File: config.mk
export PLATFORM = sky130hd
export DESIGN_NAME = alu_share_arbiter_flat
export DESIGN_NICKNAME = d
export VERILOG_FILES = /design/src/rtl/alu_share_arbiter_if.sv /design/src/rtl/alu_share_arbiter.sv /design/src/flat_wrapper.sv
export SDC_FILE = /design/constraint.sdc
export NUM_CORES = 1
export LEC_CHECK = 0
export CAP_MARGIN = 20
export CORE_ASPECT_RATIO = 1.4
export CORE_MARGIN = 1.5
export CORE_UTILIZATION = 42
export CTS_CLUSTER_DIAMETER = 60
export DETAILED_ROUTE_END_ITERATION = 7
export GPL_ROUTABILITY_DRIVEN = 0
export HOLD_SLACK_MARGIN = 0.1
export PLACE_DENSITY = 0.82
export SKIP_LAST_GASP = 1
export SLEW_MARGIN = 20
export SYNTH_ARGS = -nofsm -noshare
export SYNTH_HDL_FRONTEND = slang
export SYNTH_SLANG_ARGS = --single-unit
export TNS_END_PERCENT = 1
File: constraint.sdc
create_clock -name clk -period 4.3 [get_ports clk]
set_clock_uncertainty 0.2 [all_clocks]
set_input_delay 0.43 -clock clk [delete_from_list [all_inputs] [get_ports clk]]
set_output_delay 0.43 -clock clk [all_outputs]
set_load 0.01 [all_outputs]
File: src/rtl/alu_share_arbiter_if.sv
// Requester-side bus of the ALU share arbiter: per-requester request and
// response handshakes plus the shared response data word.
interface alu_share_arbiter_if #(
   parameter int N_REQ = 4
);
   logic [N_REQ-1:0]      req_valid;
   logic [N_REQ-1:0]      req_ready;
   logic [2*N_REQ-1:0]    req_sel;
   logic [16*N_REQ-1:0]   req_a;
   logic [16*N_REQ-1:0]   req_b;
   logic [N_REQ-1:0]      rsp_valid;
   logic [N_REQ-1:0]      rsp_ready;
   logic [31:0]           rsp_data;

   // Client side: issues operations and accepts results.
   modport master (
      output req_valid, req_sel, req_a, req_b, rsp_ready,
      input  req_ready, rsp_valid, rsp_data
   );

   // Arbiter side: accepts operations and returns results.
   modport slave (
      input  req_valid, req_sel, req_a, req_b, rsp_ready,
      output req_ready, rsp_valid, rsp_data
   );
endinterface

File: src/rtl/alu_share_arbiter.sv
// Round-robin arbiter sharing one registered ALU between N_REQ requesters.
// One operation is in flight at a time: grant, issue operands, wait for the
// ALU latency, capture the result and return it to the granted requester.
module alu_share_arbiter #(
   parameter int N_REQ   = 4,
   parameter int ALU_LAT = 1
) (
   input  logic                clk,
   input  logic                rst,
   alu_share_arbiter_if.slave  bus,
   output logic [1:0]          alu_sel,
   output logic [15:0]         alu_a,
   output logic [15:0]         alu_b,
   input  logic [31:0]         alu_r
);

   localparam int PW = (N_REQ > 1) ? $clog2(N_REQ) : 1;
   localparam int CW = (ALU_LAT > 0) ? $clog2(ALU_LAT + 1) : 1;

   typedef enum logic [1:0] {
      S_IDLE,
      S_ISSUE,
      S_WAIT,
      S_RESP
   } state_t;

   state_t          state, state_nxt;
   logic [PW-1:0]   ptr;
   logic [PW-1:0]   gnt;
   logic [CW-1:0]   cnt;
   logic [1:0]      lat_sel;
   logic [15:0]     lat_a;
   logic [15:0]     lat_b;

   logic            grant_found;
   logic [PW-1:0]   grant_idx;
   logic [PW:0]     cand;

   // Round-robin search: first valid requester at or above the pointer, wrapping.
   // NOTE: every variable assigned in a combinational block gets a default
   // first, so no path leaves it unassigned and no latch is inferred.
   always_comb begin
      grant_found = 1'b0;
      grant_idx   = '0;
      cand        = '0;
      for (int k = 0; k < N_REQ; k++) begin
         cand = (PW+1)'(ptr) + (PW+1)'(k);
         if (cand >= (PW+1)'(N_REQ))
            cand = cand - (PW+1)'(N_REQ);
         if (!grant_found && bus.req_valid[cand[PW-1:0]]) begin
            grant_found = 1'b1;
            grant_idx   = cand[PW-1:0];
         end
      end
   end

   // State register.
   // NOTE: sequential state uses non-blocking assignments so every flop
   // samples the pre-edge values regardless of statement order.
   always_ff @(posedge clk or posedge rst) begin
      if (rst)
         state <= S_IDLE;
      else
         state <= state_nxt;
   end

   // Next-state logic.
   always_comb begin
      state_nxt = state;
      case (state)
         S_IDLE:  if (grant_found)        state_nxt = S_ISSUE;
         S_ISSUE:                         state_nxt = S_WAIT;
         S_WAIT:  if (cnt == '0)          state_nxt = S_RESP;
         S_RESP:  if (bus.rsp_ready[gnt]) state_nxt = S_IDLE;
         default:                         state_nxt = S_IDLE;
      endcase
   end

   // Handshake outputs: request accept only in IDLE, response valid only in RESP.
   // req_ready is masked by rst because IDLE is also the state held in reset.
   always_comb begin
      bus.req_ready = '0;
      bus.rsp_valid = '0;
      if (state == S_IDLE && grant_found && !rst)
         bus.req_ready[grant_idx] = 1'b1;
      if (state == S_RESP)
         bus.rsp_valid[gnt] = 1'b1;
   end

   // Datapath: operand latch, ALU drive, latency counter, result capture, pointer.
   // NOTE: the datapath registers are reset too, because the ALU drive and the
   // response data must read zero while in reset.
   always_ff @(posedge clk or posedge rst) begin
      if (rst) begin
         ptr          <= '0;
         gnt          <= '0;
         cnt          <= '0;
         lat_sel      <= '0;
         lat_a        <= '0;
         lat_b        <= '0;
         alu_sel      <= '0;
         alu_a        <= '0;
         alu_b        <= '0;
         bus.rsp_data <= '0;
      end else begin
         case (state)
            S_IDLE: begin
               if (grant_found) begin
                  gnt     <= grant_idx;
                  lat_sel <= bus.req_sel[grant_idx*2 +: 2];
                  lat_a   <= bus.req_a[grant_idx*16 +: 16];
                  lat_b   <= bus.req_b[grant_idx*16 +: 16];
               end
            end
            S_ISSUE: begin
               alu_sel <= lat_sel;
               alu_a   <= lat_a;
               alu_b   <= lat_b;
               cnt     <= CW'(ALU_LAT);
            end
            S_WAIT: begin
               // Operands have been stable ALU_LAT cycles once the count hits zero.
               if (cnt == '0)
                  bus.rsp_data <= alu_r;
               else
                  cnt <= cnt - CW'(1);
            end
            S_RESP: begin
               if (bus.rsp_ready[gnt])
                  ptr <= (gnt == PW'(N_REQ - 1)) ? '0 : gnt + PW'(1);
            end
            default: ;
         endcase
      end
   end

endmodule

File: src/flat_wrapper.sv
// flat-port wrapper written by rule: the top's interface ports become plain ports
module alu_share_arbiter_flat 
#(
   parameter int N_REQ   = 4,
   parameter int ALU_LAT = 1
)
  (clk, rst, alu_sel, alu_a, alu_b, alu_r, bus_req_valid, bus_req_sel, bus_req_a, bus_req_b, bus_rsp_ready, bus_req_ready, bus_rsp_valid, bus_rsp_data);
  alu_share_arbiter_if #(.N_REQ(N_REQ)) bus_i ();
  input  logic clk;
  input  logic rst;
  output logic [1:0] alu_sel;
  output logic [15:0] alu_a;
  output logic [15:0] alu_b;
  input  logic [31:0] alu_r;
  input wire logic [$bits(bus_i.req_valid)-1:0] bus_req_valid;
  input wire logic [$bits(bus_i.req_sel)-1:0] bus_req_sel;
  input wire logic [$bits(bus_i.req_a)-1:0] bus_req_a;
  input wire logic [$bits(bus_i.req_b)-1:0] bus_req_b;
  input wire logic [$bits(bus_i.rsp_ready)-1:0] bus_rsp_ready;
  output wire logic [$bits(bus_i.req_ready)-1:0] bus_req_ready;
  output wire logic [$bits(bus_i.rsp_valid)-1:0] bus_rsp_valid;
  output wire logic [$bits(bus_i.rsp_data)-1:0] bus_rsp_data;
  assign bus_i.req_valid = bus_req_valid;
  assign bus_i.req_sel = bus_req_sel;
  assign bus_i.req_a = bus_req_a;
  assign bus_i.req_b = bus_req_b;
  assign bus_i.rsp_ready = bus_rsp_ready;
  assign bus_req_ready = bus_i.req_ready;
  assign bus_rsp_valid = bus_i.rsp_valid;
  assign bus_rsp_data = bus_i.rsp_data;
  alu_share_arbiter #(.N_REQ(N_REQ), .ALU_LAT(ALU_LAT)) u_core (.clk(clk), .rst(rst), .bus(bus_i), .alu_sel(alu_sel), .alu_a(alu_a), .alu_b(alu_b), .alu_r(alu_r));
endmodule
==> qor.txt <==
# IOs: 252
largest net degree at the start of global routing: 56
Hold EP: u_core.bus.rsp_data[25]$_DFFE_PP0P_
leading post-synthesis cells by cell area: dfrtp_1, mux2_2, a31oi_1
critical register-to-register path startpoint: u_core.ptr[1]$_DFFE_PP0P_
DP Wirelength: 13100 um
FILL cells: 934
CP Data Arrival Time: 2.52 ns
Rel. slew slack: 0.412
share of flip-flops with an asynchronous set or reset: 1.00
Power Total: 5.45 mW
die area: 13500 sq um
syn nets: 682
DP Area: 7970 sq um
# hold bufs at CTS: 0
TNS Setup: 0 ns
initial antenna violation count: 0
layout cells sized above 1: 0.145
ys flop type: dfrtp_1
synthesis-to-layout area growth: 54.1%
Final Slew Violations: 0
Post-Synthesis Cells: 495
Clock transition at path regs: 0.08 ns
die width: 98.5 um
detailed-route wire length per cell: 20.4 um
Detail Route Antenna Nets: 0
unrepaired setup endpoints after global routing: no
post-route cell area: 8260 sq um
Worst IR Drop VDD: 0.000354 V
Leak: 3.33 nW
Max Fclk: 317 MHz
Die Span Y: 137 um
Starting DRT DRC Count: 341
Worst R2R Path Depth: 5
CTS tree: built
crit-path max FO: 19
worst hold path type: reg2reg
IO Port Bufs: 251
Fin. Hold Viols: 0
fin util: 0.668
Core Rows: 48
max_cap viols: 0
area leader, netlist: dfrtp_1
vias per cell: 5.87
WL final: 18000 um
vias in the first global route: 5213
post-CTS setup buffers: 0
vias: 5164
GRT overflow: 0
sequential-to-total area share from yosys stat: 0.499
Post-synth EDFFs: 0
Yosys reg bits: 107
final count of negative-setup-slack endpoints: 0
Netlist Area Pre-Place: 5360 sq um
Cells on Worst Hold Path: 1
H-tree Lvls: 3
Initial Util: 0.434
Hold Slack: 0.307 ns
Longest Clk Path Bufs: 2
total track usage: 0.260
PwrDens: 659 nW/um^2
Remaining DRCs: 0
Core Region: 12400 sq um
min cycle time layout: 3.15 ns
critical path class: in2out
Avg Cell Area, Syn: 10.8 sq um
Num CTS Buffers: 9
Antenna Cells: 0
critical path capture point type: output pin
CP required: 3.67 ns
HP Start: u_core.bus.rsp_data[25]$_DFFE_PP0P_
post-synth top area share: 0.499
CTS Root Cell: clkbuf_16
commonest non-fill, non-tap cell in the layout: clkdlybuf4s50_1
Startpoint Class: input pin
clk_lat worst skew: 0.35 ns
YS warnings: 0
actual slew at the worst max-slew pin: 0.881 ns
most used cells in the layout excluding fill and tap cells: clkdlybuf4s50_1, dfrtp_1, a31oi_1
Cell variety after synth: 36
drt first pass iters: 5
worst r2r dst: u_core.lat_b[11]$_DFFE_PP0P_
fin nets: 912
clock tree sinks: 107
Worst R2R Setup Slack: 2.20 ns
Tcrit/Tclk final: 0.733
first-pass GRT wire length: 27300 um
# resized after CTS: 0
status: finished clean
[sequential cells by signal, indices dropped and copies added, names as in the netlist]
name / count
u_core.lat_a: 16
u_core.ptr: 2
u_core.alu_a: 16
u_core.cnt: 1
u_core.alu_sel: 2
u_core.alu_b: 16
u_core.bus.rsp_data: 32
u_core.lat_sel: 2
u_core.gnt: 2
u_core.lat_b: 16
u_core.state: 2
[layer usage]
metal	vias up	GRT usage	part of all wire
met5	-	0	0
met4	0	0.131	0.046
met2	280	0.476	0.54
met1	2521	0.289	0.35
met3	58	0.0455	0.070
li1	2305	-	-
[critical path, cell delays in order]
cell and delay, ns:
clkdlybuf4s50_1 0.64, nor4_2 0.42, nand2b_1 0.20, buf_4 0.25
nor3_1 0.08, clkdlybuf4s50_1 0.49
[synth_stat cells (all sizes together), types with 2 or more instances]
cell	number
o21ai	38
buf	25
and2	5
and3	35
nand2b	6
o211a	2
a22oi	34
dfrtp	107
ha	9
nand3	2
a31oi	68
mux2	68
inv	7
nor3	3
a21oi	4
nor2	39
nand2	6
clkbuf	22
nor2b	3
[cell families (layout without fill, tap and decap cells)]
| logic type | Yosys count | after routing | share of synthesized area |
|---|---|---|---|
| buf+inv | 54 | 289 | 0.0478 |
| fa+ha+maj | 9 | 9 | 0.0210 |
| compound gates | 155 | 155 | 0.188 |
| mux | 69 | 69 | 0.147 |
| simple gates | 101 | 101 | 0.0968 |
| flops | 107 | 107 | 0.499 |
[through the flow]
stage / instances / setup WS (ns)
after floorplan: 495 / 0.536
after global placement: 864 / 1.16
after detailed placement: 864 / 1.14
after CTS: 880 / 1.13
after global routing: 880 / 0.999
final: 880 / 1.15
[layout make-up]
type	instances	area, sq um	share of cell area
clock buffers	9	225	0.0273
clock inverters	7	72.6	0.00878
inverters	7	28.8	0.00348
multi-input cells	334	2450	0.297
flip-flops and latches	107	2680	0.324
well taps	150	188	0.0227
repair buffers	266	2620	0.317
[power by group]
| part | leakage [nW] | internal, mW | switching [mW] |
|---|---|---|---|
| Combinational | 1.96 | 1.49 | 1.30 |
| Sequential | 1.23 | 1.54 | 0.318 |
| Clock | 0.142 | 0.409 | 0.399 |
[how the worst max path moves through the flow]
stage	from	to	slack (ns)	depth (start not counted)
floorplan	rst	bus_req_ready[1]	0.54	2
global placement	bus_req_valid[1]	bus_req_ready[2]	1.16	6
detailed placement	bus_req_valid[1]	bus_req_ready[0]	1.14	6
CTS	bus_req_valid[1]	bus_req_ready[2]	1.13	6
global route	bus_req_valid[1]	bus_req_ready[0]	1.0	6
finish	bus_req_valid[1]	bus_req_ready[2]	1.15	6
No activity file was read; power rests on OpenSTA's default activity.
